### src/rtl/spi_slave_responder.sv
// Mode-0 SPI slave (MSB first, active-high select) oversampled on the local clock.
// Optional frame_err_o output is enabled by defining SPI_FRAME_ERR_EN.
module spi_slave_responder #(
    parameter int                DATA_W      = 8,
    parameter int                SYNC_STAGES = 2,
    parameter logic [DATA_W-1:0] IDLE_FILL   = '0
) (
    input  logic              clk_i,
    input  logic              rst_i,
    input  logic              sclk_i,
    input  logic              ss_i,
    input  logic              mosi_i,
    output logic              miso_o,
    output logic              miso_oe_o,
    input  logic [DATA_W-1:0] tx_data_i,
    input  logic              tx_valid_i,
    output logic              tx_ready_o,
    output logic [DATA_W-1:0] rx_data_o,
    output logic              rx_valid_o,
    output logic              busy_o
`ifdef SPI_FRAME_ERR_EN
    ,
    output logic              frame_err_o
`endif
);

    localparam int CNT_W = (DATA_W > 2) ? $clog2(DATA_W) : 1;
    localparam logic [CNT_W-1:0] LAST_BIT = CNT_W'(DATA_W - 1);

    typedef enum logic {S_IDLE, S_ACTIVE} state_t;

    logic [SYNC_STAGES-1:0] sclk_sync_q, ss_sync_q, mosi_sync_q;
    logic                   sclk_prev_q, ss_prev_q;
    state_t                 state_q, state_d;
    logic [DATA_W-1:0]      tx_shift_q, tx_shift_d;
    logic [DATA_W-1:0]      rx_shift_q, rx_shift_d;
    logic [DATA_W-1:0]      rx_data_q, rx_data_d;
    logic [DATA_W-1:0]      buf_q, buf_d;
    logic [CNT_W-1:0]       bit_cnt_q, bit_cnt_d;
    logic                   buf_full_q, buf_full_d;
    logic                   word_done_q, word_done_d;
    logic                   miso_oe_q, miso_oe_d;
    logic                   rx_valid_q, rx_valid_d;
    logic                   sclk_s, ss_s, mosi_s;
    logic                   sclk_rise, sclk_fall, ss_rise, ss_fall;
    logic                   load, capture;
`ifdef SPI_FRAME_ERR_EN
    logic                   frame_err_q, frame_err_d;
`endif

    assign sclk_s    = sclk_sync_q[SYNC_STAGES-1];
    assign ss_s      = ss_sync_q[SYNC_STAGES-1];
    assign mosi_s    = mosi_sync_q[SYNC_STAGES-1];
    assign sclk_rise = sclk_s & ~sclk_prev_q;
    assign sclk_fall = ~sclk_s & sclk_prev_q;
    assign ss_rise   = ss_s & ~ss_prev_q;
    assign ss_fall   = ~ss_s & ss_prev_q;
    assign capture   = tx_valid_i & ~buf_full_q;

    always_ff @(posedge clk_i or posedge rst_i) begin
        if (rst_i) begin
            sclk_sync_q <= '0;
            ss_sync_q   <= '0;
            mosi_sync_q <= '0;
            sclk_prev_q <= 1'b0;
            ss_prev_q   <= 1'b0;
            state_q     <= S_IDLE;
            tx_shift_q  <= '0;
            rx_shift_q  <= '0;
            rx_data_q   <= '0;
            buf_q       <= '0;
            bit_cnt_q   <= '0;
            buf_full_q  <= 1'b0;
            word_done_q <= 1'b0;
            miso_oe_q   <= 1'b0;
            rx_valid_q  <= 1'b0;
`ifdef SPI_FRAME_ERR_EN
            frame_err_q <= 1'b0;
`endif
        end else begin
            sclk_sync_q <= {sclk_sync_q[SYNC_STAGES-2:0], sclk_i};
            ss_sync_q   <= {ss_sync_q[SYNC_STAGES-2:0], ss_i};
            mosi_sync_q <= {mosi_sync_q[SYNC_STAGES-2:0], mosi_i};
            sclk_prev_q <= sclk_s;
            ss_prev_q   <= ss_s;
            state_q     <= state_d;
            tx_shift_q  <= tx_shift_d;
            rx_shift_q  <= rx_shift_d;
            rx_data_q   <= rx_data_d;
            buf_q       <= buf_d;
            bit_cnt_q   <= bit_cnt_d;
            buf_full_q  <= buf_full_d;
            word_done_q <= word_done_d;
            miso_oe_q   <= miso_oe_d;
            rx_valid_q  <= rx_valid_d;
`ifdef SPI_FRAME_ERR_EN
            frame_err_q <= frame_err_d;
`endif
        end
    end

    always_comb begin
        state_d     = state_q;
        tx_shift_d  = tx_shift_q;
        rx_shift_d  = rx_shift_q;
        rx_data_d   = rx_data_q;
        bit_cnt_d   = bit_cnt_q;
        word_done_d = word_done_q;
        miso_oe_d   = miso_oe_q;
        rx_valid_d  = 1'b0;
        load        = 1'b0;
`ifdef SPI_FRAME_ERR_EN
        frame_err_d = 1'b0;
`endif
        // Deselect overrides everything, including an sclk edge seen in the same cycle.
        if (ss_fall) begin
            state_d     = S_IDLE;
            miso_oe_d   = 1'b0;
            rx_shift_d  = '0;
            bit_cnt_d   = '0;
            word_done_d = 1'b0;
`ifdef SPI_FRAME_ERR_EN
            frame_err_d = (bit_cnt_q != '0);
`endif
        end else begin
            unique case (state_q)
                S_IDLE: begin
                    if (ss_rise) begin
                        state_d     = S_ACTIVE;
                        load        = 1'b1;
                        bit_cnt_d   = '0;
                        rx_shift_d  = '0;
                        word_done_d = 1'b0;
                        miso_oe_d   = 1'b1;
                    end
                end
                S_ACTIVE: begin
                    if (sclk_rise) begin
                        rx_shift_d = {rx_shift_q[DATA_W-2:0], mosi_s};
                        if (bit_cnt_q == LAST_BIT) begin
                            rx_data_d   = {rx_shift_q[DATA_W-2:0], mosi_s};
                            rx_valid_d  = 1'b1;
                            bit_cnt_d   = '0;
                            word_done_d = 1'b1;
                        end else begin
                            bit_cnt_d = bit_cnt_q + CNT_W'(1);
                        end
                    end else if (sclk_fall) begin
                        if (word_done_q) begin
                            load        = 1'b1;
                            word_done_d = 1'b0;
                        end else begin
                            tx_shift_d = tx_shift_q << 1;
                        end
                    end
                end
                default: state_d = S_IDLE;
            endcase
        end

        // A load sees the buffer as it was at the start of the cycle; a same-cycle capture refills it.
        if (load) begin
            tx_shift_d = buf_full_q ? buf_q : IDLE_FILL;
`ifdef SPI_FRAME_ERR_EN
            frame_err_d = ~buf_full_q;
`endif
        end
        buf_d      = capture ? tx_data_i : buf_q;
        buf_full_d = capture ? 1'b1 : (load ? 1'b0 : buf_full_q);
    end

    assign miso_o     = miso_oe_q & tx_shift_q[DATA_W-1];
    assign miso_oe_o  = miso_oe_q;
    assign tx_ready_o = ~buf_full_q;
    assign rx_data_o  = rx_data_q;
    assign rx_valid_o = rx_valid_q;
    assign busy_o     = (state_q == S_ACTIVE);
`ifdef SPI_FRAME_ERR_EN
    assign frame_err_o = frame_err_q;
`endif

endmodule

### config.mk
export PLATFORM = sky130hd
export DESIGN_NAME = spi_slave_responder
export DESIGN_NICKNAME = d
export VERILOG_FILES = /design/src/rtl/spi_slave_responder.sv
export SDC_FILE = /design/constraint.sdc
export NUM_CORES = 1
export LEC_CHECK = 0
export CAP_MARGIN = 0
export CELL_PAD_IN_SITES_DETAIL_PLACEMENT = 1
export CELL_PAD_IN_SITES_GLOBAL_PLACEMENT = 1
export CORE_UTILIZATION = 35
export CTS_BUF_LIST = sky130_fd_sc_hd__clkbuf_8 sky130_fd_sc_hd__clkbuf_16
export CTS_CLUSTER_SIZE = 8
export DETAILED_ROUTE_END_ITERATION = 10
export GPL_ROUTABILITY_DRIVEN = 1
export PLACE_DENSITY_LB_ADDON = 0.1
export SYNTH_ARGS = -nofsm -noshare
export SYNTH_HDL_FRONTEND = slang
export SYNTH_SLANG_ARGS = --single-unit
### constraint.sdc
create_clock -name clk_i -period 2.54 [get_ports clk_i]
set_clock_uncertainty 0.15 [all_clocks]
set_input_delay 0.508 -clock clk_i [delete_from_list [all_inputs] [get_ports clk_i]]
set_output_delay 0.508 -clock clk_i [all_outputs]
set_load 0.1 [all_outputs]
Yosys cells after proc, flatten, opt, wreduce, memory -nomap -nowiden
Index checks and enable logic that the tools add are counted.
{"block": "classes", "add_sub_neg": 1, "eq_ne": 9, "n_mux": 39, "bitwise_logic": 13, "n_reduce_logical": 9}
{"operator": "$mux W8", "count": 7}
{"operator": "$mux W1", "count": 21}
{"operator": "$mux W7", "count": 3}
{"operator": "$pmux W7 S2", "count": 1}
{"operator": "$mux W3", "count": 4}
{"operator": "$ne A2 B1 Y1 const B", "count": 4}
{"operator": "$reduce_bool A2 Y1", "count": 4}
{"operator": "$not A1 Y1", "count": 7}
{"operator": "$and A1 B1 Y1", "count": 6}
{"operator": "$pmux W3 S2", "count": 1}
{"operator": "$reduce_and A5 Y1", "count": 1}
{"operator": "$ne A4 B1 Y1 const B", "count": 1}
{"operator": "$ne A4 B2 Y1 const B", "count": 1}
{"operator": "$pmux W1 S2", "count": 2}
{"operator": "$reduce_and A2 Y1", "count": 2}
{"operator": "$reduce_and A4 Y1", "count": 1}
{"operator": "$add A3 B1 Y3 const B", "count": 1}
{"operator": "$eq A3 B3 Y1 const B", "count": 1}
{"operator": "$ne A3 B1 Y1 const B", "count": 1}
{"operator": "$ne A3 B3 Y1 const B", "count": 1}
{"operator": "$reduce_and A3 Y1", "count": 1}
{"block": "word_totals", "reg_bits": 47, "inputBits": 14, "wordCells": 86}

Logic depth before layout (Yosys ltp)
Gate-level depths: netlist of the first run.
{"block": "depth", "ltp_word": 8, "depth_mapped": 7, "depth_no_buf": 6}

Worst setup path before layout of the first run
OpenSTA, ideal clock, no wires.
{"block": "synth_path", "path_kind": "flip-flop to output port", "from": "register miso_oe_q (netlist: miso_oe_o)", "to": "output miso_o", "arrival_time_ns": 1.777, "required_time_ns": 1.882, "setup_slack_ns": 0.105, "stages_incl_launch_ff": 2, "n_path_buf": 0, "path_cell_list": "dfrtp_1 and2_1"}
{"block": "synth_via", "elab_chain_len": 1}
{"item": "start: declaration", "line_no": "42", "source": "logic miso_oe_q, miso_oe_d;"}
{"item": "start signal: assignment", "line_no": "94", "source": "miso_oe_q <= miso_oe_d;"}
{"item": "$and A1 B1 Y1", "line_no": "172", "source": "assign miso_o = miso_oe_q & tx_shift_q[DATA_W-1];"}
{"item": "end: declaration", "line_no": "13", "source": "output logic miso_o,"}
No other way between the ends.

Worst setup path in the final report of the first run
{"block": "layout_path", "from": "register ss_sync_q[1]", "to": "register tx_shift_q[5]"}
{"block": "layout_via", "elab_chain_len": 6}
{"item": "start: declaration", "line_no": "32", "source": "logic [SYNC_STAGES-1:0] sclk_sync_q, ss_sync_q, mosi_sync_q;"}
{"item": "start signal: assignment", "line_no": "82", "source": "ss_sync_q <= {ss_sync_q[SYNC_STAGES-2:0], ss_i};"}
{"item": "$and A1 B1 Y1", "line_no": "56", "source": "assign ss_rise = ss_s & ~ss_prev_q;"}
{"item": "$mux W1", "line_no": "128", "source": "if (ss_rise) begin"}
{"item": "$pmux W1 S2", "line_no": "126", "source": "unique case (state_q)"}
{"item": "$mux W1", "line_no": "116", "source": "if (ss_fall) begin"}
{"item": "$ne A2 B1 Y1 (no line) or $reduce_bool A2 Y1 (tied branches)"}
{"item": "$reduce_and A5 Y1 (no line)"}
{"item": "end signal: assignment", "line_no": "87", "source": "tx_shift_q <= tx_shift_d;"}
{"item": "end: declaration", "line_no": "35", "source": "logic [DATA_W-1:0] tx_shift_q, tx_shift_d;"}
Several ways; a longest one is shown, not always the timed one.
A chain may end at the register's enable or synchronous reset.

==> results of run 1 <==
synthesized netlist by cell type:
cell      instances
o21a_1            5
a31o_2            1
o21bai_4          1
buf_2             2
a221oi_4          1
nor2_1            9
and2_1            1
nand2b_4          3
a21oi_1           2
clkbuf_1          1
dfrtp_1          47
nand2_1          16
a21o_4            1
inv_1             8
nor2b_1           2
a41oi_1           1
a21o_1            1
a21oi_2           7
o21a_2            2
buf_6             4
nand2_2           1
ha_1              5
a22o_1            9
o22a_1            1
mux2_2           17
o41ai_2           1
nand3b_1          1
nor3b_4           1
final cells by class:
class / instances / area, um^2 / share of cell area
tap: 72 / 90.1 / 0.0367
multi-input combinational: 89 / 756 / 0.308
sequential: 47 / 1180 / 0.480
timing repair buffer: 30 / 283 / 0.115
inverter: 8 / 30.0 / 0.0122
clock buffer: 6 / 82.6 / 0.0337
clock inverter: 2 / 35.0 / 0.0143
registers in the layout, summed over array words and instances, names as in the netlist, 2 cells and up:
name	cells
buf_q	8
rx_data_o	8
tx_shift_q	8
rx_shift_q	7
bit_cnt_q	3
mosi_sync_q	2
sclk_sync_q	2
ss_sync_q	2
kinds of logic (layout without fill, tap and decap cells):
logic type      after synthesis  in the layout  synth area share
compound gates               33             33             0.156
fa+ha+maj                     5              5            0.0310
buf+inv                      15             46            0.0440
flops                        47             47             0.582
mux                          17             17            0.0947
simple gates                 34             34            0.0923
worst register-to-register path, stage by stage (launching register included):
cell	delay, ns
dfrtp_1	0.37
inv_1	0.07
ha_1	0.26
o21bai_4	0.21
a221oi_4	0.40
buf_4	0.23
o21a_1	0.15
a21oi_2	0.06
how the worst max path moves through the flow:
| stage | endpoint | slack, ns | depth (start not counted) |
|---|---|---|---|
| after CTS | tx_shift_q[5] | 0.50 | 7 |
| after floorplan | miso_o | 0.10 | 1 |
| final | tx_shift_q[5] | 0.54 | 7 |
| after detailed placement | tx_shift_q[5] | 0.52 | 7 |
| after global placement | tx_shift_q[6] | 0.59 | 7 |
| after global routing | tx_shift_q[4] | 0.41 | 7 |
metal layers:
metal / wire [um] / global-route usage / up-vias / part of all wire
met5: 0 / 0 / - / 0
met4: 44 / 0.0444 / 0 / 0.012
met3: 144 / 0.0388 / 5 / 0.039
met2: 1750 / 0.209 / 22 / 0.47
met1: 1760 / 0.187 / 605 / 0.48
li1: - / - / 575 / -
power by group:
| group | leakage (nW) | internal (mW) | total, mW | switching [mW] |
|---|---|---|---|---|
| logic | 0.507 | 0.227 | 0.562 | 0.335 |
| clock network | 0.0612 | 0.319 | 0.564 | 0.245 |
| registers | 0.592 | 0.887 | 0.992 | 0.105 |
per-stage QoR:
step	setup slack [ns]	total power, mW	hold WS (ns)
floorplan	0.105	1.44	0.181
global placement	0.590	1.56	0.186
detailed placement	0.522	1.58	0.190
CTS	0.500	2.15	0.211
global route	0.405	2.24	0.221
finish	0.538	2.12	0.208
==> summary.md, run 1 <==
| Metric | Value |
|---|---|
| Status | `finished clean` |
| Number of global-route vias before repair | `1233` |
| Largest net degree at the start of global routing | `31` |
| CTS root buf | `clkbuf_8` |
| Share of cells above drive strength 1 | `0.335` |
| Die Height | `78.0 um` |
| Routability cong. | `slightly above 0.7` |
| Fill cell count | `589` |
| First-pass GRT wire length | `6340 um` |
| Flop2flop setup slack | `~0.54 ns` |
| Inserted Diodes | `0` |
| Slew HR | `0.522` |
| Synth Register Bits | `47` |
| R2R Path End | `tx_shift_q[5]` |
| Routed WL | `3700 um` |
| Critical path cell sequence | `inv_1, ha_1, o21bai_4, a221oi_4, buf_4, o21a_1, a21oi_2` |
| Die area | `between 0.006 and 0.007 mm^2` |
| H-tree levels | `2` |
| Clock Latency Late Sink | `approximately 0.30 ns` |
| Antenna viol nets, final | `0` |
| Initial antenna violation count | `0` |
| Syn Inst Count | `151` |
| Starting Density | `0.365` |
| # IOs | `27` |
| Final Instance Area | `0.00245 mm^2` |
| Largest stage delay on the critical path | `0.40 ns` |
| Clock transition at the registers of the reported paths | `0.09 ns` |
| Share of the synthesized area in the top cell type | `0.582` |
| Worst Setup End Kind | `flip-flop` |
| CP arrival | `just over 2 ns` |
| Final Setup Violations | `0` |
| Cell accounting for the most synthesized area | `dfrtp_1` |
| Buffers on Ports | `26` |
| Routed length per placed instance | `14.6 um` |
| Final HPWL DP | `roughly 2800 um` |
| Lkg Pwr | `approximately 1.2 nW` |
| Core ar. | `0.00554 mm^2` |
| WHS Endpoint | `mosi_sync_q[1]` |
| Startpoint types | `flip-flop` |
| Hold Path Class | `reg -> reg` |
| Final min period | `2.00 ns` |
| Max clock buf depth | `2` |
| Hold_buf cts | `0` |
| Total GRT Usage | `0.137` |
| Critical-path maximum fanout | `8` |
| Yosys warnings | `0` |
| Maximum vdd drop | `around 0.5 mV` |
| Worst-margin pin slew | `0.712 ns` |
| Nets@finish | `200` |
| Crit path kind | `reg -> reg` |
| CP max stage cell | `a221oi_4` |
| Grt total ovfl | `0` |
| Total CTS buffers | `5` |
| DR vias | `1207` |
| Syn nets | `170` |
| Depth of the most critical reg-to-reg path | `7` |
| Post-CTS setup buffer count | `0` |
| Synth area leaders | `dfrtp_1 (58%), mux2_2 (9.5%), a22o_1 (3.9%)` |
| Critical Path Start | `ss_sync_q[1]` |
| Final Core Density | `0.443` |
| Drt pass-1 iters | `4` |
| Min-delay src | `mosi_sync_q[0]` |
| RSZ-0062 raised after global routing | `no` |
| Power density cells | `864 mW/mm^2` |
| Most common cell after layout, fill and taps aside | `dfrtp_1` |
| Post-CTS sizing | `0` |
| Vias per std cell | `4.75` |
| Post-DP Area | `about 0.0023 mm^2` |
| Setup TNS | `0 ns` |
| Area grow syn2layout | `21.4%` |
| Num Clock Sinks | `47` |
| CTS tree | `built` |
| Synth cell types | `28` |
| Fin cells | `254` |
| Hold Crit Depth | `0` |
| Commonest non-fill, non-tap cells in the layout | `dfrtp_1 (47), mux2_2 (17), nand2_1 (16)` |
| Worst EP required | `2.58 ns` |
| Mapped cell area | `0.00202 mm^2` |
| Max Slew Vio Count | `0` |
| Max-cap violations | `0` |
| Placed cell count | `246` |
| Reg-to-Reg Start | `ss_sync_q[1]` |
| CP delay by family, top | `compound AO/OA/AOI/OAI gates` |
| DRC | `0` |
| Final worst-path cycle share | `0.788` |
| Fmax | `approximately 500 MHz` |
| Avg Cell Area, Syn | `13.4 um^2` |
| WP buf/inv | `2` |
| Die W | `approximately 78 um` |
| Sequential area share after synthesis | `0.582` |
| Iter 0 DRT Violations | `37` |
| Num rows | `27` |
| Final Hold Vio Count | `0` |
(Power assumes the default switching activity.)
==> run 2: changes to the inputs <==
Clock period 2.54 ns to 1.7 ns, I/O delays scaled along.
==> run 2 against run 1 <==
The run now ends with setup timing left. Sequential power increased by 48%. Clock power is 19% higher. Combinational power up 94%. Register-to-register slack got worse by 0.60 ns. Via count up 13%. Power is 52% higher. Die area stayed put. Hold slack got worse by 0.033 ns. Global-route usage increased by 3.4 points. Clock-buffer cell count down 1. Core utilization up 8.0 points. Largest cell class unchanged. Highest routed layer unchanged.
==> summary.md, run 2 (synthesis results as in run 1) <==
| Metric | Value |
|---|---|
| CP delay by family, top | `compound AO/OA/AOI/OAI gates` |
| Die Height | `78.0 um (unchanged)` |
| Internal power | `2.11 mW (+48%)` |
| Post-route setup slack | `-0.0646 ns (-0.602 ns)` |
| Critical-path maximum fanout | `6 (-2)` |
| Status | `finished with violations` |
| Total power draw | `3.23 mW (+52%)` |
| Total GRT Usage | `0.170 (+0.0337)` |
| Worst-margin pin slew | `0.596 ns (-0.116 ns)` |
| Num rows | `27 (unchanged)` |
| Clock Power Share | `0.208 (-0.058)` |
| CP max stage cell | `dfrtp_2` |
| Largest net degree at the start of global routing | `20 (-35%)` |
| Total CTS buffers | `5 (unchanged)` |
| Final Setup Violations | `9 (+9)` |
| Routability cong. | `0.711 (-0.96%)` |
| Maximum vdd drop | `0.673 mV (+32%)` |
| Starting Density | `0.365 (unchanged)` |
| Vias per std cell | `4.90 (+3.2%)` |
| Max clock buf depth | `2 (unchanged)` |
| Fill cell count | `582 (-1.2%)` |
| Clock Latency Late Sink | `0.31 ns (about the same)` |
| H-tree levels | `2 (unchanged)` |
| Initial antenna violation count | `0 (unchanged)` |
| Number of global-route vias before repair | `1489 (+21%)` |
| Gr busiest metal | `met2` |
| Comb pwr share | `0.338 (+0.072)` |
| Fin cells | `278 (+9.4%)` |
| Antenna viol nets, final | `0 (unchanged)` |
| Worst EP required | `1.74 ns (-0.84 ns)` |
| R2R Path End | `tx_shift_q[6]` |
| Final min period | `1.76 ns (-0.238 ns)` |
| Num Clock Sinks | `47 (unchanged)` |
| Max Slew Vio Count | `0 (unchanged)` |
| CP arrival | `1.81 ns (-0.23 ns)` |
| CP Depth | `6 (-1)` |
| Net Sw Frac | `0.345 (+0.0218)` |
| Routed length per placed instance | `16.9 um (+16%)` |
| Share of cells above drive strength 1 | `0.481 (+0.145)` |
| Core ar. | `0.00554 mm^2 (unchanged)` |
| Routed WL | `4690 um (+27%)` |
| Worst hold slack | `0.175 ns (-0.0331 ns)` |
| Final HPWL DP | `2930 um (+6.6%)` |
| First-pass GRT wire length | `7690 um (+21%)` |
| Grt total ovfl | `0 (unchanged)` |
| Final worst-path cycle share | `1.04 (+0.250)` |
| Buffers on Ports | `26 (unchanged)` |
| Area grow syn2layout | `43.3%` |
| # IOs | `27 (unchanged)` |
| Largest stage delay on the critical path | `0.45 ns (+0.05 ns)` |
| Max-cap violations | `0 (unchanged)` |
| Die area | `0.00608 mm^2 (unchanged)` |
| Worst Setup End Kind | `flip-flop` |
| Most common cell after layout, fill and taps aside | `dfrtp_1` |
| Die W | `78.0 um (unchanged)` |
| WP buf/inv | `1 (-1)` |
| Hold Path Class | `in -> async` |
| Depth of the most critical reg-to-reg path | `6 (-1)` |
| Placed cell count | `262 (+6.5%)` |
| GRT met3 Usage | `0.0435 (+0.00471)` |
| Seq pwr share | `0.454 (-0.014)` |
| DR vias | `1363 (+13%)` |
| Iter 0 DRT Violations | `59 (+59%)` |
| Crit path kind | `reg -> reg` |
| Critical path cell sequence | `ha_4, o21bai_4, a221oi_4, buf_6, o21a_1, a21oi_2` |
| Startpoint types | `flip-flop` |
| Slew HR | `0.600 (+0.0778)` |
| Net Sw Power | `1.11 mW (+63%)` |
| Commonest non-fill, non-tap cells in the layout | `dfrtp_1 (44), mux2_2 (16), nand2_1 (16), buf_4 (16), buf_12 (15)` |
| Fmax | `567 MHz (+13%)` |
| Met1 usage | `0.219 (+0.0318)` |
| Inserted Diodes | `0 (unchanged)` |
| Nets@finish | `224 (+12%)` |
| Drt pass-1 iters | `4 (unchanged)` |
| CTS tree | `built` |
| Reg-to-Reg Start | `ss_prev_q` |
| RSZ-0062 raised after global routing | `yes` |
| Clock transition at the registers of the reported paths | `0.09 ns (about the same)` |
| Post-Place Worst Slack | `-0.0960 ns (-0.618 ns)` |
| Failing checks | `setup timing` |
| Final Hold Vio Count | `0 (unchanged)` |
| Flop2flop setup slack | `-0.06 ns (-0.60 ns)` |
| Power density cells | `1110 mW/mm^2 (+29%)` |
| DRC | `0 (unchanged)` |
| Lkg Pwr | `1.33 nW (+14%)` |
| CTS root buf | `clkbuf_8` |
| Grt met2 use | `0.278 (+0.0690)` |
[run 2: through the flow]
stage                util  TNS, ns  instance area (um^2)
CTS                 0.507   -0.765                  2810
detailed placement  0.474    -2.53                  2630
global route        0.523    -1.10                  2900
floorplan               -   -0.770                  2030
finish              0.523   -0.387                  2900
global placement    0.474    -1.16                  2630
[run 2: worst max path at each step]
stage | from | endpoint | slack (ns)
after floorplan | busy_o | tx_shift_q[1] | -0.12
after global placement | ss_sync_q[1] | tx_shift_q[0] | -0.08
after detailed placement | ss_sync_q[1] | tx_shift_q[0] | -0.1
after CTS | ss_prev_q | tx_shift_q[2] | -0.07
after global routing | ss_prev_q | tx_shift_q[6] | -0.12
final | ss_prev_q | tx_shift_q[6] | -0.06
[run 2: power groups by stage]
stage          combinational, mW  sequential [mW]  clock (mW)
2_1_floorplan              0.677             1.49           0
3_3_place_gp                1.00             1.48           0
3_5_place_dp                1.03             1.49           0
4_1_cts                     1.08             1.47       0.690
5_1_grt                     1.18             1.50       0.730
6_report                    1.09             1.47       0.672
[run 2: timing repair]
| item | CTS | global route |
|---|---|---|
| setup endpoints to repair | 28 | 28 |
| pin swaps | 3 | 14 |
| setup buffers | 2 | 2 |
| hold buffers | 0 | 0 |
| gates cloned | 4 | 0 |
| gates resized for setup | 11 | 15 |
[run 2: layout make-up]
class                   instances  area [um^2]  area share
flip-flops and latches         47         1180       0.408
repair buffers                 51          627       0.216
inverters                       8         30.0      0.0104
clock buffers                   5         68.8      0.0238
well taps                      72         90.1      0.0311
multi-input cells              92          882       0.305
clock inverters                 3         16.3     0.00562
[run 2: metal layers]
layer | wire length (um) | vias to the layer above
met3 | 147 | 7
met2 | 2390 | 21
met5 | 0 | -
li1 | - | 631
met1 | 2080 | 704
met4 | 72 | 0
==> run 3: changes to the inputs <==
Settings changed: SETUP_SLACK_MARGIN set to 0.2, SKIP_LAST_GASP set to 1.
==> run 3 against run 2 <==
The run still ends with setup timing left. Hold slack better by 0.030 ns. Register-to-register slack worse by 0.03 ns. Critical path depth stayed put. Sequential cell count stayed put. Fmax is 1.9% lower. Non-clock buffer count is 5 higher.
==> summary.md, run 3 (synthesis results as in run 1) <==
| Metric | Value |
|---|---|
| Status | `finished with violations` |
| Failing checks | `setup timing` |
| Clock Latency Late Sink | `0.29 ns (-0.02 ns)` |
| Total CTS buffers | `5 (unchanged)` |
| DR vias | `1392 (+2.1%)` |
| Max Slew Vio Count | `0 (unchanged)` |
| Antenna viol nets, final | `0 (unchanged)` |
| Critical-path maximum fanout | `6 (unchanged)` |
| Lkg Pwr | `1.36 nW (+2.8%)` |
| Area grow syn2layout | `48.6%` |
| Flop2flop setup slack | `-0.1 ns (-0.03 ns)` |
| Hold_buf cts | `0 (unchanged)` |
| R2R Path End | `tx_shift_q[0]` |
| Routed WL | `4660 um (-0.47%)` |
| Total power draw | `3.67 mW (+14%)` |
| CP max stage cell | `dfrtp_1` |
| Share of cells above drive strength 1 | `0.498 (+0.0170)` |
| Number of global-route vias before repair | `1539 (+3.4%)` |
| Buffers on Ports | `26 (unchanged)` |
| CP arrival | `1.84 ns (+0.03 ns)` |
| Starting Density | `0.365 (unchanged)` |
| Maximum vdd drop | `0.880 mV (+31%)` |
| Final min period | `1.80 ns (+0.0345 ns)` |
| Final HPWL DP | `2940 um (+0.30%)` |
| Num Clock Sinks | `47 (unchanged)` |
| Vias per std cell | `4.92 (+0.32%)` |
| Clock transition at the registers of the reported paths | `0.09 ns (about the same)` |
| Routed length per placed instance | `16.5 um (-2.2%)` |
| Hold Crit Depth | `0` |
| Initial antenna violation count | `0 (unchanged)` |
| H-tree levels | `2 (unchanged)` |
| Most common cell after layout, fill and taps aside | `dfrtp_1` |
| Largest stage delay on the critical path | `0.37 ns (-0.08 ns)` |
| Power density cells | `1220 mW/mm^2 (+9.7%)` |
| WHS Endpoint | `mosi_sync_q[1]` |
| Inserted Diodes | `0 (unchanged)` |
| Die Height | `78.0 um (unchanged)` |
| Max clock buf depth | `2 (unchanged)` |
| CTS root buf | `clkbuf_8` |
| Depth of the most critical reg-to-reg path | `6 (unchanged)` |
| Commonest non-fill, non-tap cells in the layout | `dfrtp_1 (45), buf_4 (21), mux2_2 (16), nand2_1 (16), buf_12 (15)` |
| Worst-margin pin slew | `0.421 ns (-0.175 ns)` |
| # IOs | `27 (unchanged)` |
| Critical path cell sequence | `inv_2, ha_2, o21bai_4, a221oi_4, buf_12, mux2_4` |
| Total GRT Usage | `0.166 (-0.00426)` |
| Final worst-path cycle share | `1.06 (+0.0203)` |
| Max-cap violations | `0 (unchanged)` |
| Core ar. | `0.00554 mm^2 (unchanged)` |
| Final Setup Violations | `16 (+7)` |
| Die area | `0.00608 mm^2 (unchanged)` |
| Fmax | `556 MHz (-1.9%)` |
| Reg-to-Reg Start | `ss_sync_q[1]` |
| Die W | `78.0 um (unchanged)` |
| Startpoint types | `flip-flop` |
| Routability cong. | `0.700 (-1.6%)` |
| Drt pass-1 iters | `4 (unchanged)` |
| Hold Path Class | `reg -> reg` |
| Setup TNS | `-0.778 ns (-0.391 ns)` |
| DRC | `0 (unchanged)` |
| Slew HR | `0.719 (+0.119)` |
| Post-route setup slack | `-0.0991 ns (-0.0345 ns)` |
| Num rows | `27 (unchanged)` |
| Min-delay src | `mosi_sync_q[0]` |
| CTS tree | `built` |
| Iter 0 DRT Violations | `37 (-37%)` |
| First-pass GRT wire length | `7680 um (about the same)` |
| Grt total ovfl | `0 (unchanged)` |
| Nets@finish | `229 (+2.2%)` |
| RSZ-0062 raised after global routing | `yes` |
| Largest net degree at the start of global routing | `30 (+50%)` |
| Crit path kind | `reg -> reg` |
| Worst Setup End Kind | `flip-flop` |
| Worst EP required | `1.74 ns (about the same)` |
| Final Hold Vio Count | `0 (unchanged)` |
-- run 3: what timing repair did --
item | CTS | global route
resized for setup | 13 | 16
endpoints found under the setup margin | 32 | 42
pin swaps | 8 | 10
cloned | 4 | 1
buffers inserted | 7 | 5
-- run 3: worst max-delay path by stage --
stage	startpoint	end
after global routing	ss_prev_q	tx_shift_q[6]
after floorplan	busy_o	tx_shift_q[1]
final	ss_sync_q[1]	tx_shift_q[0]
after global placement	ss_sync_q[1]	tx_shift_q[0]
after CTS	ss_prev_q	tx_shift_q[0]
after detailed placement	ss_sync_q[1]	rx_data_o[1]
-- run 3: cell type report --
type	instances	area [um^2]
Clock buffer	5	68.8
Clock inverter	3	63.8
Fill cell	573	2540
Inverter	8	37.5
Multi-Input combinational cell	92	871
Sequential cell	47	1180
Tap cell	72	90.1
Timing Repair Buffer	56	691
-- run 3: metrics by stage --
stage	instance area, um^2	instances	setup WS, ns	hold slack, ns	utilization
global placement	2590	258	-0.0437	0.183	0.468
global route	3000	283	-0.184	0.214	0.542
finish	3000	283	-0.0991	0.205	0.542
floorplan	2050	151	-0.117	0.181	-
detailed placement	2590	258	-0.111	0.186	0.468
CTS	2880	277	-0.114	0.207	0.519
-- run 3: routing by layer --
metal | vias to the layer above | track usage | share of wire
met5 | - | 0 | 0
met4 | 0 | 0.0389 | 0.0084
met3 | 5 | 0.0365 | 0.030
met2 | 21 | 0.276 | 0.50
met1 | 723 | 0.221 | 0.46
li1 | 643 | - | -
-- run 3: report_power, final --
| group | switching [mW] | internal (mW) | leakage [nW] |
|---|---|---|---|
| clock | 0.376 | 0.582 | 0.0695 |
| sequential | 0.136 | 1.33 | 0.590 |
| combinational | 0.637 | 0.611 | 0.702 |
| total | 1.15 | 2.52 | 1.36 |
-- run 3: worst max-delay path, delay by kind of cell, from the launching register on --
family,cells,cell delay (ns)
AOI/OAI and AO/OA,2,0.49
DFF,1,0.37
muxes,1,0.29
buffers and inverters,2,0.21
adders and majority gates,1,0.18
==> RTL change 1: new RTL, flow settings as in run 1 <==
Make the reset (`rst_i`) synchronous in one clocked block.
--- a/src/rtl/spi_slave_responder.sv
+++ b/src/rtl/spi_slave_responder.sv
@@ -59,3 +59,3 @@
 
-    always_ff @(posedge clk_i or posedge rst_i) begin
+    always_ff @(posedge clk_i) begin
         if (rst_i) begin
Check against the original RTL: differs if rst_i is asserted again (counterexample within 4 cycles, from zero or initial values and one cycle with rst_i high); with rst_i held inactive, the same outputs for 10 cycles.
==> RTL change 1 against run 1 <==
Area after synthesis fell by 1.4%; highest routed layer unchanged; critical endpoint is now busy_o; sequential cell count unchanged; core utilization decreased by 2.2 points; die area is 1.4% lower; cell area is 5.5% lower; count of clock-buffer cells in the layout up 1; worst setup slack got worse by 0.32 ns; cell count up 21%; routed wire length is 37% higher.
Power is not compared: it rests on default switching activity, and its combinational part moved more than twofold at a synthesized area within 25%.
==> RTL change 1: results (changes against run 1) <==
Setup path:
- The highest cell delay on the worst timing path is 0.79 ns (was 0.40 ns).
- The slowest cell on the critical path is sky130_fd_sc_hd__dfxtp_1 (was sky130_fd_sc_hd__a221oi_4).
- The largest fanout of any net on the critical path is 19 (was 8).
- The worst path arrival time came to 1.67 ns (was 2.04 ns).
- The family with the most delay on the worst path is flip-flops (was compound AO/OA/AOI/OAI gates).

Place:
- The final weighted congestion in routability-driven placement was 0.696 (was 0.718).
- The half-perimeter wire length after detailed placement is 3.59 mm (was 2.75 mm).

Logic synthesis:
- The portion of netlist area occupied by mux cells is 0% (was 9.47%).
- The adder-cell share of the synthesized area is 1.26% (was 3.10%).
- The compound-gate portion of the synthesized area was 22.6% (was 15.6%).
- The number of distinct library cells after synthesis is 34 (was 28).
- The proportion of synthesized chip area in sequential cells is 47.2% (was 58.2%).
- Most area-consuming cells after synthesis: sky130_fd_sc_hd__dfxtp_1 (47%), sky130_fd_sc_hd__a21oi_1 (7.5%), sky130_fd_sc_hd__nand2_1 (5.3%) (was sky130_fd_sc_hd__dfrtp_1 (58%), sky130_fd_sc_hd__mux2_2 (9.5%), sky130_fd_sc_hd__a22o_1 (3.9%)).
- The share of flip-flops with an asynchronous set or reset after synthesis is 0% (was 100%).

Route:
- The routed wire length per instance was 16.5 um (was 14.6 um).
- The ratio of routed vias to standard cells is 5.47 (was 4.75).
- The number of violations reported at the end of detailed-routing iteration 0 is 63 (was 37).

Power and ir drop:
- The worst voltage drop across the vdd grid is 0.284 mV.

Global routing:
- The number of global-route vias before repair is 1654 (was 1233).
- The global-route usage over all layers is 17.4% (was 13.7%).
- The maximum number of pins on one net before global-route repair is 22 (was 31).
- The global-route wire length before repair is 8.16 mm (was 6.34 mm).
- The met1 capacity usage during global routing is 21.1% (was 18.7%).
- The global-route track usage on met3 is 3.53% (was 3.88%).

Final layout:
- The fraction of layout cells with a size suffix above 1 was 12.3% (was 33.5%).
- The number of filler cells placed in the layout is 659 (was 589).
- The net count reported at finish came to 251 (was 200).

Outcome:
- Status: complete, no violations (unchanged).

STA:
- The relative max-transition margin is 46.3% (was 52.2%).
-- RTL change 1: cell count changes after synthesis, moves of 12 or more --
cell and change:
sky130_fd_sc_hd__a21oi_1 +28, sky130_fd_sc_hd__dfxtp_1 +47, sky130_fd_sc_hd__mux2_2 -17, sky130_fd_sc_hd__nand2_1 +12
sky130_fd_sc_hd__dfrtp_1 -47
-- RTL change 1: report_power, final --
group	switching, mW	internal (mW)
Sequential	0.0192	0.753
Combinational	0.0788	0.0499
Clock	0.242	0.245
Total	0.340	1.05
-- RTL change 1: metrics by stage --
stage	area (sq um)	instances	total power, mW
after CTS	2320	308	1.40
final	2320	308	1.39
after global placement	2220	300	0.914
after floorplan	1990	218	0.876
after global routing	2320	308	1.45
after detailed placement	2220	300	0.919
-- RTL change 1: worst paths after layout --
path,startpoint,endpoint,slack (ns),depth (start not counted)
setup / recovery,busy_o,busy_o,0.22,2
hold / removal,ss_sync_q[0],ss_sync_q[1],0.29,1
setup reg to reg,busy_o,word_done_q,0.54,3
hold reg to reg,ss_sync_q[0],ss_sync_q[1],0.29,1
-- RTL change 1: kinds of logic after synthesis --
| family | after synthesis |
|---|---|
| buffers and inverters | 30 |
| adder cells (fa/ha/maj) | 2 |
| AND/OR/NAND/NOR | 74 |
| AO/OA/AOI/OAI | 65 |
| flip-flops | 47 |
-- RTL change 1: cell type report --
cell class	count	area, sq um	area share, %
clock buffers	7	96.3	4.16
clock inverters	1	3.75	0.162
inverters	11	41.3	1.78
multi-input cells	141	883	38.1
flip-flops and latches	47	941	40.6
well taps	72	90.1	3.89
repair buffers	29	263	11.3
-- RTL change 1: metal layers --
layer | up-vias | part of all wire (%)
met5 | - | 0
met2 | 27 | 50
met4 | 0 | 1.8
met3 | 11 | 2.9
li1 | 823 | -
met1 | 824 | 45
==> RTL change 2: new RTL, settings of run 1 <==
Without the edit above. The option `SPI_FRAME_ERR_EN` is turned on by a define.
--- a/src/rtl/spi_slave_responder.sv
+++ b/src/rtl/spi_slave_responder.sv
@@ -2,2 +2,4 @@
 // Optional frame_err_o output is enabled by defining SPI_FRAME_ERR_EN.
+`define SPI_FRAME_ERR_EN
+
 module spi_slave_responder #(
Check against the original RTL (old outputs only; new: frame_err_o): equivalent (equiv_simple and equiv_induct, registers matched by name and starting in step).
==> RTL change 2 against run 1 <==
Cell area fell by 2.6%; routed wire length fell by 3.8%; worst setup slack improved by 0.034 ns; sequential cell count rose by 1; area after synthesis fell by 3.0%; highest routed layer unchanged; cell count rose by 3.5%; combinational power fell by 2%; total power fell by 4.4%; clock power fell by 19%.
==> RTL change 2: results (changes against run 1) <==
Outcome:
- Status: complete, no violations (unchanged).

Global routing:
- The met2 capacity usage during global routing came to 20.2% (was 20.9%).
- The global-route usage over all layers is 13.3% (was 13.7%).
- The met1 capacity usage during global routing is 17.7% (was 18.7%).
- The global-route wire length before repair came to 6.08 mm (was 6.34 mm).
- The maximum number of pins on one net before global-route repair is 28 (was 31).
- The global-route track usage on met3 is 3.69% (was 3.88%).

Place:
- The half-perimeter wire length after detailed placement is 2.58 mm (was 2.75 mm).
- The count of input and output buffers is 27 (was 26).
- The final weighted congestion in routability-driven placement is 0.676 (was 0.718).
- The area after detailed placement is 2300 sq um (was 2330 sq um).

Final layout:
- The fraction of layout cells with a size suffix above 1 was 23.8% (was 33.5%).
- The antenna diode instance count was 0 (unchanged).
- The number of filler cells placed in the layout is 560 (was 589).
- The net count reported at finish is 212 (was 200).

Route:
- The wire length after detailed routing is 3.56 mm (was 3.70 mm).
- The met3 wirelength from detailed routing is 110 um (was 144 um).
- The via count came to 1252 (was 1207).
- The highest metal layer used by the detailed router is met4 (unchanged).
- The detailed-routing iteration count for the pre-antenna-repair pass was 4 (unchanged).
- The routed metal-1 wirelength is 1.78 mm (was 1.76 mm).
- The met2 routed wirelength is 1.61 mm (was 1.75 mm).
- The number of violations reported at the end of detailed-routing iteration 0 came to 56 (was 37).

STA:
- The measured slew at the worst slew-check pin is 0.506 ns (was 0.712 ns).

Setup path:
- The slowest cell on the critical path is sky130_fd_sc_hd__dfrtp_1 (was sky130_fd_sc_hd__a221oi_4).
- The highest cell delay on the worst timing path is 0.38 ns (was 0.40 ns).
- The worst path arrival time is 2.01 ns (was 2.04 ns).
- The largest fanout of any net on the critical path is 15 (was 8).

Logic synthesis:
- Most area-consuming cells after synthesis: sky130_fd_sc_hd__dfrtp_1 (61%), sky130_fd_sc_hd__mux2_2 (9.8%), sky130_fd_sc_hd__a22o_1 (4.0%) (was sky130_fd_sc_hd__dfrtp_1 (58%), sky130_fd_sc_hd__mux2_2 (9.5%), sky130_fd_sc_hd__a22o_1 (3.9%)).
- The post-synthesis net count is 180 (was 170).
- The proportion of synthesized chip area in sequential cells was 61.3% (was 58.2%).
- The number of distinct library cells after synthesis is 23 (was 28).
- Post-synth top cells: sky130_fd_sc_hd__dfrtp_1 (48), sky130_fd_sc_hd__mux2_2 (17), sky130_fd_sc_hd__nand2_1 (16) (was sky130_fd_sc_hd__dfrtp_1 (47), sky130_fd_sc_hd__mux2_2 (17), sky130_fd_sc_hd__nand2_1 (16)).

CTS:
- The deepest level of the CTS H-tree is 2 (unchanged).
- The number of buffers inserted by post-CTS setup repair came to 0 (unchanged).
- The number of buffers created by CTS is 5 (unchanged).

Power and ir drop:
- The worst voltage drop across the vdd grid is 0.380 mV (was 0.511 mV).
- The leakage power figure came to 1.16 nW (about the same).
RTL change 2: cell count changes after synthesis, moves of 3 or more:
| cell | delta |
|---|---|
| sky130_fd_sc_hd__buf_6 | -3 |
| sky130_fd_sc_hd__clkbuf_1 | +3 |
| sky130_fd_sc_hd__inv_1 | +3 |
| sky130_fd_sc_hd__nand2b_4 | -3 |
| sky130_fd_sc_hd__nand2b_1 | +3 |
| sky130_fd_sc_hd__a21oi_2 | -7 |
| sky130_fd_sc_hd__a21oi_1 | +8 |
RTL change 2: worst reg2reg max path, cell delays in order, from the launching register on:
cell and delay [ns]:
sky130_fd_sc_hd__dfrtp_1 0.38, sky130_fd_sc_hd__inv_1 0.07, sky130_fd_sc_hd__ha_1 0.24, sky130_fd_sc_hd__o21bai_1 0.21, sky130_fd_sc_hd__a221oi_2 0.23, sky130_fd_sc_hd__buf_4 0.23, sky130_fd_sc_hd__mux2_2 0.35
RTL change 2: per-stage QoR:
stage	utilization (%)	setup slack (ns)	cells	power, mW
final	45.6	0.572	263	2.02
after global routing	45.6	0.412	263	2.15
after CTS	45.6	0.537	263	2.06
after detailed placement	43.8	0.556	255	1.60
after global placement	43.8	0.626	255	1.58
after floorplan	-	0.105	160	1.45
RTL change 2: report_power, final:
part | internal, mW | leakage, nW | total, mW | switching, mW
clock | 0.195 | 0.0404 | 0.455 | 0.260
combinational | 0.211 | 0.510 | 0.552 | 0.341
sequential | 0.909 | 0.604 | 1.02 | 0.109
total | 1.32 | 1.16 | 2.02 | 0.709
RTL change 2: final cells by class:
type / count / area, sq um / area share (%)
clock buffer: 5 / 68.8 / 2.88
tap: 70 / 87.6 / 3.67
multi-input combinational: 94 / 681 / 28.5
timing repair buffer: 32 / 285 / 11.9
sequential: 48 / 1200 / 50.3
inverter: 11 / 41.3 / 1.73
clock inverter: 3 / 23.8 / 0.995
RTL change 2: path summary, 6_finish.rpt:
kind / cells past startpoint / from / to / slack [ns]
min in group asynchronous: 2 / rst_i / buf_q[3] / 0.40
max in group asynchronous: 3 / rst_i / mosi_sync_q[1] / 1.33
worst min register to register: 0 / sclk_sync_q[0] / sclk_sync_q[1] / 0.21
worst max register to register: 6 / ss_sync_q[1] / tx_shift_q[0] / 0.57
worst max-delay path: 6 / ss_sync_q[1] / tx_shift_q[0] / 0.57
worst min-delay path: 0 / sclk_sync_q[0] / sclk_sync_q[1] / 0.21
RTL change 2: cells by family after synthesis:
| family | share of synthesized area (%) |
|---|---|
| buffers and inverters | 3.96 |
| flip-flops | 61.3 |
| adder cells (fa/ha/maj) | 3.83 |
| multiplexers | 9.77 |
| AO/OA/AOI/OAI | 12.9 |
| AND/OR/NAND/NOR | 8.24 |
